===== config.mk =====
export PLATFORM = sky130hd
export DESIGN_NAME = uart_tx_periph
export DESIGN_NICKNAME = d
export VERILOG_FILES = /design/src/rtl/uart_tx_periph.sv
export SDC_FILE = /design/constraint.sdc
export NUM_CORES = 1
export LEC_CHECK = 0
export ABC_AREA = 1
export CAP_MARGIN = 20
export CORE_MARGIN = 2
export CORE_UTILIZATION = 45
export DETAILED_ROUTE_END_ITERATION = 12
export PLACE_DENSITY = 0.83
export RECOVER_POWER = 100
export SLEW_MARGIN = 20
export SYNTH_ARGS = -nofsm -noshare
export SYNTH_HDL_FRONTEND = slang
export SYNTH_SLANG_ARGS = --single-unit

===== constraint.sdc =====
create_clock -name clk -period 3.15 [get_ports clk]
set_clock_uncertainty 0.2 [all_clocks]
set_input_delay 0.63 -clock clk [delete_from_list [all_inputs] [get_ports clk]]
set_output_delay 0.63 -clock clk [all_outputs]
set_load 0.005 [all_outputs]

===== src/rtl/uart_tx_periph.sv =====
// uart_tx_periph: memory-mapped 8N1 UART transmitter with a small TX FIFO.
//
// Sits on the bridge's device side with the same word-addressed slave interface
// as the timers. Only Addr[3:2] is decoded:
//   0 CTRL   : bit0 EN, bit1 IE, bit2 PEN (parity build only)
//   1 DIV    : baud divisor, bit period = DIV+1 clocks (latched at frame start)
//   2 TXDATA : write pushes Din[7:0], reads 0
//   3 STATUS : bit0 EMPTY, bit1 FULL, bit2 BUSY, bit3 OVF, bits[8:4] COUNT;
//              any write here clears OVF
//
// Ports:
//   clk   - system clock
//   reset - asynchronous active-low reset
//   Addr  - word address [31:2] from the bridge
//   WE    - write strobe, one cycle per store
//   Din   - write data
//   Dout  - read data, combinational from Addr[3:2]
//   IRQ   - registered level interrupt: IE & EMPTY & ~BUSY
//   tx    - serial line, idle high
//
// Build option: define UART_TX_PARITY_EN to add CTRL.PEN and an even-parity bit
// between the last data bit and the stop bit.
module uart_tx_periph #(
  parameter int unsigned FIFO_DEPTH = 4,
  parameter int unsigned DIV_W      = 16
) (
  input  logic        clk,
  input  logic        reset,
  input  logic [31:2] Addr,
  input  logic        WE,
  input  logic [31:0] Din,
  output logic [31:0] Dout,
  output logic        IRQ,
  output logic        tx
);

  localparam int unsigned PtrW = $clog2(FIFO_DEPTH);
  localparam int unsigned CntW = $clog2(FIFO_DEPTH) + 1;

`ifdef UART_TX_PARITY_EN
  typedef enum logic [2:0] {StIdle, StStart, StData, StParity, StStop} state_e;
`else
  typedef enum logic [2:0] {StIdle, StStart, StData, StStop} state_e;
`endif

  state_e           state_q, state_d;
  logic [7:0]       data_q, data_d;
  logic [2:0]       bit_cnt_q, bit_cnt_d;
  logic [DIV_W-1:0] baud_cnt_q, baud_cnt_d;
  logic [DIV_W-1:0] div_sh_q, div_sh_d;
  logic [DIV_W-1:0] div_q, div_d;
  logic             en_q, en_d, ie_q, ie_d, ovf_q, ovf_d, irq_q, irq_d;
  logic [PtrW-1:0]  wr_ptr_q, wr_ptr_d, rd_ptr_q, rd_ptr_d;
  logic [CntW-1:0]  count_q, count_d;
  logic [7:0]       mem_q [FIFO_DEPTH];

  logic we_ctrl, we_div, push, we_status;
  logic empty, full, busy, push_ok, pop, baud_done, pen;
  logic [4:0] count5;
  logic unused_in;

`ifdef UART_TX_PARITY_EN
  logic pen_q, pen_d;
  assign pen = pen_q;
`else
  assign pen = 1'b0;
`endif

  // Base decode is done in the bridge; the remaining address bits are ignored.
  assign unused_in = ^{Addr[31:4], Din};

  assign we_ctrl   = WE && (Addr[3:2] == 2'd0);
  assign we_div    = WE && (Addr[3:2] == 2'd1);
  assign push      = WE && (Addr[3:2] == 2'd2);
  assign we_status = WE && (Addr[3:2] == 2'd3);

  assign empty     = (count_q == '0);
  assign full      = (count_q == CntW'(FIFO_DEPTH));
  assign busy      = (state_q != StIdle);
  assign push_ok   = push && !full;
  assign baud_done = (baud_cnt_q == div_sh_q);
  assign count5    = 5'(count_q);

  // Control registers, FIFO bookkeeping and interrupt.
  always_comb begin
    en_d     = en_q;
    ie_d     = ie_q;
    div_d    = div_q;
    ovf_d    = ovf_q;
`ifdef UART_TX_PARITY_EN
    pen_d    = pen_q;
`endif
    if (we_ctrl) begin
      en_d = Din[0];
      ie_d = Din[1];
`ifdef UART_TX_PARITY_EN
      pen_d = Din[2];
`endif
    end
    if (we_div) div_d = Din[DIV_W-1:0];
    if (we_status)         ovf_d = 1'b0;
    else if (push && full) ovf_d = 1'b1;

    wr_ptr_d = wr_ptr_q + PtrW'(push_ok);
    rd_ptr_d = rd_ptr_q + PtrW'(pop);
    count_d  = count_q + CntW'(push_ok) - CntW'(pop);

    // Rises a cycle after the condition holds, but drops on the very edge that
    // pushes data or clears IE.
    irq_d = ie_q && ie_d && empty && !busy && !push;
  end

  // Transmit FSM. Pop only looks at the registered count, so a byte pushed
  // into an empty FIFO is never popped on the same edge.
  always_comb begin
    state_d    = state_q;
    data_d     = data_q;
    bit_cnt_d  = bit_cnt_q;
    baud_cnt_d = baud_cnt_q;
    div_sh_d   = div_sh_q;
    pop        = 1'b0;
    if (state_q == StIdle) begin
      if (en_q && !empty) begin
        pop        = 1'b1;
        data_d     = mem_q[rd_ptr_q];
        div_sh_d   = div_q;
        baud_cnt_d = '0;
        bit_cnt_d  = '0;
        state_d    = StStart;
      end
    end else if (!baud_done) begin
      baud_cnt_d = baud_cnt_q + DIV_W'(1);
    end else begin
      baud_cnt_d = '0;
      case (state_q)
        StStart: state_d = StData;
        StData: begin
          bit_cnt_d = bit_cnt_q + 3'd1;
          if (bit_cnt_q == 3'd7) begin
`ifdef UART_TX_PARITY_EN
            state_d = pen_q ? StParity : StStop;
`else
            state_d = StStop;
`endif
          end
        end
`ifdef UART_TX_PARITY_EN
        StParity: state_d = StStop;
`endif
        default: state_d = StIdle;
      endcase
    end
  end

  // Line level is decoded from state so reset drives tx high immediately.
  always_comb begin
    tx = 1'b1;
    case (state_q)
      StStart:  tx = 1'b0;
      StData:   tx = data_q[bit_cnt_q];
`ifdef UART_TX_PARITY_EN
      StParity: tx = ^data_q;
`endif
      default:  tx = 1'b1;
    endcase
  end

  always_comb begin
    Dout = '0;
    case (Addr[3:2])
      2'd0: Dout[2:0] = {pen, ie_q, en_q};
      2'd1: Dout[DIV_W-1:0] = div_q;
      2'd2: Dout = '0;
      2'd3: Dout[8:0] = {count5, ovf_q, busy, full, empty};
    endcase
  end

  assign IRQ = irq_q;

  always_ff @(posedge clk or negedge reset) begin
    if (!reset) begin
      state_q    <= StIdle;
      data_q     <= '0;
      bit_cnt_q  <= '0;
      baud_cnt_q <= '0;
      div_sh_q   <= '0;
      div_q      <= '0;
      en_q       <= 1'b0;
      ie_q       <= 1'b0;
      ovf_q      <= 1'b0;
      irq_q      <= 1'b0;
      wr_ptr_q   <= '0;
      rd_ptr_q   <= '0;
      count_q    <= '0;
`ifdef UART_TX_PARITY_EN
      pen_q      <= 1'b0;
`endif
    end else begin
      state_q    <= state_d;
      data_q     <= data_d;
      bit_cnt_q  <= bit_cnt_d;
      baud_cnt_q <= baud_cnt_d;
      div_sh_q   <= div_sh_d;
      div_q      <= div_d;
      en_q       <= en_d;
      ie_q       <= ie_d;
      ovf_q      <= ovf_d;
      irq_q      <= irq_d;
      wr_ptr_q   <= wr_ptr_d;
      rd_ptr_q   <= rd_ptr_d;
      count_q    <= count_d;
`ifdef UART_TX_PARITY_EN
      pen_q      <= pen_d;
`endif
    end
  end

  // Storage needs no reset: the pointers define which entries are valid.
  always_ff @(posedge clk) begin
    if (push_ok) mem_q[wr_ptr_q] <= Din[7:0];
  end

endmodule


=== Word-level counts from Yosys, hierarchy flattened ===
Memory sizes are Yosys's and may differ from the RTL's. A register that Yosys moved wholly into a read port is not among the register bits.
Cells that the tools add are included.
W data, S select, Z words.

* Add/subtract/negate cells: 6
* Magnitude comparators: 1
* Equal/unequal tests: 10
* Mux-type cells: 25
* Reductions and logical operators: 26

{| class="wikitable"
|+ Operator list
! cell !! number
|-
| $mux W16 || 3
|-
| $mux W3 || 8
|-
| $add A16 B1 Y16 const B || 1
|-
| $eq A16 B16 Y1 || 1
|-
| $pmux W3 S4 || 1
|-
| $pmux W6 S2 || 1
|-
| $logic_and A1 B1 Y1 || 11
|-
| $mux W1 || 8
|-
| $mux W7 || 1
|-
| $eq A3 B3 Y1 const B || 2
|-
| $logic_not A3 Y1 || 2
|-
| $pmux W3 S2 || 1
|-
| $reduce_and A3 Y1 || 2
|-
| $reduce_bool A2 Y1 || 3
|-
| $logic_not A1 Y1 || 5
|-
| $add A2 B1 Y2 || 2
|-
| $eq A2 B2 Y1 const B || 2
|-
| $lt A3 B4 Y1 const B || 1
|-
| $add A3 B1 Y3 || 1
|-
| $add A3 B1 Y3 const B || 1
|-
| $bmux W1 S3 || 1
|-
| $eq A3 B1 Y1 const B || 1
|-
| $eq A3 B2 Y1 const B || 1
|-
| $ne A3 B3 Y1 const B || 1
|-
| 7 further kinds || 7
|}

* Register bits after elaboration: 65
* Memory bits (writable): 32
* Input port bits: 65
* Output and inout port bits: 34
* Logic and storage cells: 81
* Memories: 1

{| class="wikitable"
|+ Memory list
! memory !! depth !! width !! read ports !! clocked after Yosys merged registers in !! wr ports !! RTL line !! text
|-
| mem_q || 4 || 8 || 1 || 1 || 1 || 55 || <nowiki>logic [7:0] mem_q [FIFO_DEPTH];</nowiki>
|}

=== Longest topological paths before layout ===
* Depth in word-level cells: 7
* Depth in mapped cells: 11
* Gate-level depth less buffers: 11

=== Least setup slack after synthesis ===
Ideal clock, no wire load.

* Kind: register to register
* Start point: register state_q[0]
* End point: register count_q[2]
* Library setup time: 0.122 ns
* Arrival time: 2.035 ns
* Data required time: 2.828 ns
* Slack: 0.793 ns
* Stages on the path, launching flop included: 11
* Period minus slack after synthesis: 2.357 ns
* Cells stage by stage: dfrtp_1 > inv_1 > ha_1 > inv_1 > nor2_1 > buf_4 > xnor2_1 > ha_1 > inv_1 > fa_1 > xor2_1

* Cells in the longest elaborated chain, start to end: 3

{| class="wikitable"
|+ RTL lines
! what !! RTL line !! text
|-
| start, declared || 46 || <nowiki>state_e state_q, state_d;</nowiki>
|-
| start signal, assigned || 182 || <nowiki>state_q <= StIdle;</nowiki>
|-
| start signal, assigned || 199 || <nowiki>state_q <= state_d;</nowiki>
|-
| $logic_not A3 Y1 || 122 || <nowiki>if (state_q == StIdle) begin</nowiki>
|-
| $mux W1 || 122 ||
|-
| $sub A3 B1 Y3 || 106 || <nowiki>count_d = count_q + CntW'(push_ok) - CntW'(pop);</nowiki>
|-
| named net count_d[2] || 54 || <nowiki>logic [CntW-1:0] count_q, count_d;</nowiki>
|-
| end signal, assigned || 211 || <nowiki>count_q <= count_d;</nowiki>
|-
| end, declared || 54 ||
|}

The timed path passes the listed nets, and every way through them passes these cells.
A chain may end at the register's enable or synchronous reset.

=== Worst setup path after layout ===
* Start point: input Addr[2] (netlist name)
* End point: output Dout[6]

* Cells in the longest elaborated chain, start to end: 2

{| class="wikitable"
|+ RTL lines
! what !! RTL line !! text
|-
| start, declared || 29 || <nowiki>input logic [31:2] Addr,</nowiki>
|-
| $eq A2 B2 Y1 / $eq A2 B1 Y1 (equally long branches) || 170 || <nowiki>case (Addr[3:2])</nowiki>
|-
| $pmux W6 S2 (*) || 170 ||
|-
| end, declared || 32 || <nowiki>output logic [31:0] Dout,</nowiki>
|}

Every way passes the cells marked *; elsewhere a longest branch is shown, timed or not.

==> summary.md <==
Entering global routing, the biggest net connects 47 pins. The Yosys step of the flow raised 0 warnings. The via count of the first global-routing pass is 3716. Of the total synthesized cell area, the portion taken by AND, OR, NAND and NOR gates is 20.8%. Commonest non-fill, non-tap cell in the layout: nand2_1. The run gives 1 as the max-cap check violation count. The design draws 4.21 mW. The number of setup buffers added after CTS is 0. Headroom to the max-slew limit came out at -4.97%. After detailed routing, the number of vias per cell comes to 5.10. For the count of mapped cells out of synthesis, the log shows 576. The number of hold buffers added after CTS was 0. The area growth from synthesis to layout is 13.0%. 99 I/O pins were placed. In this run the number of H-tree levels came out at 3. The die is 110 um tall.

After layout, the worst path uses 97.1% of the clock period. The checks that failed: capacitance limit, slew limit. The post-detailed-route DRC marker count is 0.

Among cell families on the critical path, the largest total delay comes from buffers and inverters. The number of buffers and inverters on the critical path is 3. Before antenna repair, the detailed router went through 5 iterations.

The worst setup path is of the input pin to output port kind. The synthesized netlist devotes 2.63% of its cell area to adder and majority cells. Detailed placement ended at an HPWL of 7390 um. The first global-routing pass estimated 17500 um of wire. After synthesis the cells add up to 5030 um^2.

STA puts the critical path data required time at 2.32 ns. The critical path goes through clkdlybuf4s50_1, nand2_4, inv_2, nand2_1, o21ai_0, dlygate4sd3_1. Counting I/O delays and the setup requirement, the final critical path takes 3.06 ns.

Summing the areas of all compound-gate instances in the mapped netlist gives 8.97% of the synthesized area. For this configuration, the core starts out at a cell density of 46.2%. Power spread over the standard cell area amounts to 741 nW/um^2. The clock net in this run drives a total of 104 sinks.

The sequential cell area came out at 2760 um^2. Summing all multi-input logic gate instances after layout gives 1870 um^2. After global routing the overflow that remains totals 0. The floorplan step defined a core boundary enclosing 10900 um^2.

Share of the synthesized area in the top cell type: 35.8%. For the pin with the worst max-slew slack, the measured transition is 1.57 ns. The die span in x is 110 um. After detailed placement, the total cell area comes to 5510 um^2.

For the final routed database, the setup TNS stands at 0 ns. For the fraction of the core area covered by cells at the end of the flow, the log shows 52.3%. Ranked by total cell area, the synthesized netlist is headed by dfrtp_1 (36%), edfxtp_1 (19%), nand2_1 (12%). In the final layout, the share of cells above drive strength 1 is 4.97%. The tools report the unique cell type count in the Yosys netlist as 28. The overall routed net length is 10400 um, and the clock insertion delay at the later pin of the skew report is 0.37 ns. The average footprint of a synthesized cell is 8.74 um^2, and the placement row count is 38. Of all nets on the critical path, the largest fanout is 8.

For this run, the top clock speed supported by timing is 327 MHz. The tightest hold margin was 0.296 ns. The largest single stage delay on the critical path is 0.61 ns.

TritonCTS built the clock tree. The analysis attributes to cell leakage a power of 2.59 nW. The synthesized design contains 104 register bits. After clock tree synthesis, the clock-pin slew on the worst setup and hold paths is 0.10 ns.

The initial antenna violation count is 0. The worst setup path is launched from an input pin. The run gives 2 as the number of buffers between clock root and the deepest sink.

The largest total area in the synthesized netlist belongs to dfrtp_1. In the layout the commonest cells are nand2_1 (159), dfrtp_1 (72), nor2_1 (71). In the global route stage, overall resource usage came out at 18.8%. On the critical path, the stage with the largest delay is an instance of clkdlybuf4s50_1. For the number of nets in the layout, the log shows 694. Setup violations remaining at the end of the flow were counted as 0.

Routed length per instance: 13.6 um. Number of violations reported at the end of detailed-routing iteration 0: 286. The count of buffers from port buffering is 38.

The run gives 29 as the number of max-slew violations in the final report. Buffer type at the clock tree root: clkbuf_8. The area share of xor/xnor cells in the synthesized design is 2.26%, and the total inserted antenna cells is 0.

Of the post-synthesis cell area, the part taken by muxes is 1.12%. After synthesis, the largest family of logic cells by area is simple AND/OR/NAND/NOR gates. Setup repair after global routing left no endpoint under its margin.

The post-route antenna net violation count came out at 0. Routability-driven placement finished with a final weighted congestion of 0.937. The logs give 12100 um^2 for the die area and 972 for the fill cell instance count of the final layout.

The hold violation count in the final report is 0. The type of destination of the critical path was an output port. Summing over every cut layer, the via total after detailed routing is 3900. For the worst setup path, the data arrival time is 2.23 ns.

The run finished, with violations left. Once layout is done, the placed cells without fillers occupy 5690 um^2. The path type of the worst min-delay path is flop to flop.

For the highest ir drop seen on vdd, the log shows 0.000571 V. The tools report the sequential area share after synthesis as 54.9%. In this run, CTS created clock tree buffers numbering 9.
==> worst register-to-register path, delay by kind of cell (launching register included) <==
family	cells	cell delay [ns]
and+or+nand+nor	2	0.45
adders and majority gates	1	0.35
DFF	1	0.41
buffers and inverters	3	1.10
xor gates and xnor gates	1	0.18
==> area by class of cell <==
| class | count | share of cell area, % |
|---|---|---|
| Sequential cell | 104 | 48.6 |
| Multi-Input combinational cell | 387 | 32.8 |
| Timing Repair Buffer | 48 | 7.30 |
| Inverter | 69 | 4.55 |
| Tap cell | 140 | 3.08 |
| Clock buffer | 9 | 2.18 |
| Clock inverter | 7 | 1.54 |
==> routing by layer <==
layer | up-vias | global-route usage [%] | share of wire (%)
li1 | 1901 | - | -
met1 | 1856 | 24.8 | 45
met2 | 131 | 31.1 | 47
met3 | 12 | 4.27 | 6.3
met4 | 0 | 5.15 | 1.2
met5 | - | 0 | 0
==> worst paths after layout <==
check | endpoint | cells past startpoint | slack [ns] | startpoint
worst max-delay path | Dout[6] | 6 | 0.09 | Addr[2]
worst min-delay path | div_sh_q[7] | 2 | 0.30 | div_q[7]
worst max register to register | rd_ptr_q[1] | 7 | 0.34 | state_q[0]
worst min register to register | div_sh_q[7] | 2 | 0.30 | div_q[7]
max in group asynchronous | div_sh_q[1] | 2 | 0.57 | reset
min in group asynchronous | count_q[0] | 1 | 0.44 | reset
==> where the power goes <==
part / total [mW] / internal [mW] / switching [mW]
combinational: 1.36 / 0.511 / 0.850
clock: 0.873 / 0.384 / 0.489
sequential: 1.98 / 1.70 / 0.274
total: 4.21 / 2.60 / 1.61
==> per-stage QoR <==
stage,setup slack [ns],cells
finish,0.0905,764
detailed placement,0.104,748
global placement,0.102,748
global route,0.00689,764
CTS,0.0917,764
floorplan,0.793,591
==> logic make-up (layout without fill, tap and decap cells) <==
| group | after synthesis | in the layout |
|---|---|---|
| other | 1 | 16 |
| flip-flops | 104 | 104 |
| adder cells (fa/ha/maj) | 10 | 10 |
| buffers and inverters | 100 | 133 |
| XOR/XNOR | 13 | 13 |
| AND/OR/NAND/NOR | 263 | 263 |
| AO/OA/AOI/OAI | 80 | 80 |
| multiplexers | 5 | 5 |
==> Yosys cell counts, drive strengths merged <==
cell	n
a21oi	13
clkbuf	5
mux2	5
xor2	11
nor3	10
fa	1
nand2	162
edfxtp	32
nand4	5
conb	1
xnor2	2
o32ai	8
o21ai	47
o211ai	5
nor2	72
nand3	13
dfrtp	72
o22ai	7
nor4	1
ha	9
buf	26
inv	69
==> flip-flops by register name (all words and copies together) (netlist names) <==
name and flops:
baud_cnt_q 16, count_q 3, div_q 16, ovf_q 1
IRQ 1, div_sh_q 16, ie_q 1, bit_cnt_q 3
mem_q 32, state_q 2, rd_ptr_q 2, wr_ptr_q 2
en_q 1, data_q 8
==> timing repair <==
| action | CTS | global route |
|---|---|---|
| resized for setup | 0 | 1 |
| hold endpoints to repair | 0 | 0 |
| endpoints found under the setup margin | 0 | 2 |
(Power assumes the default switching activity.)
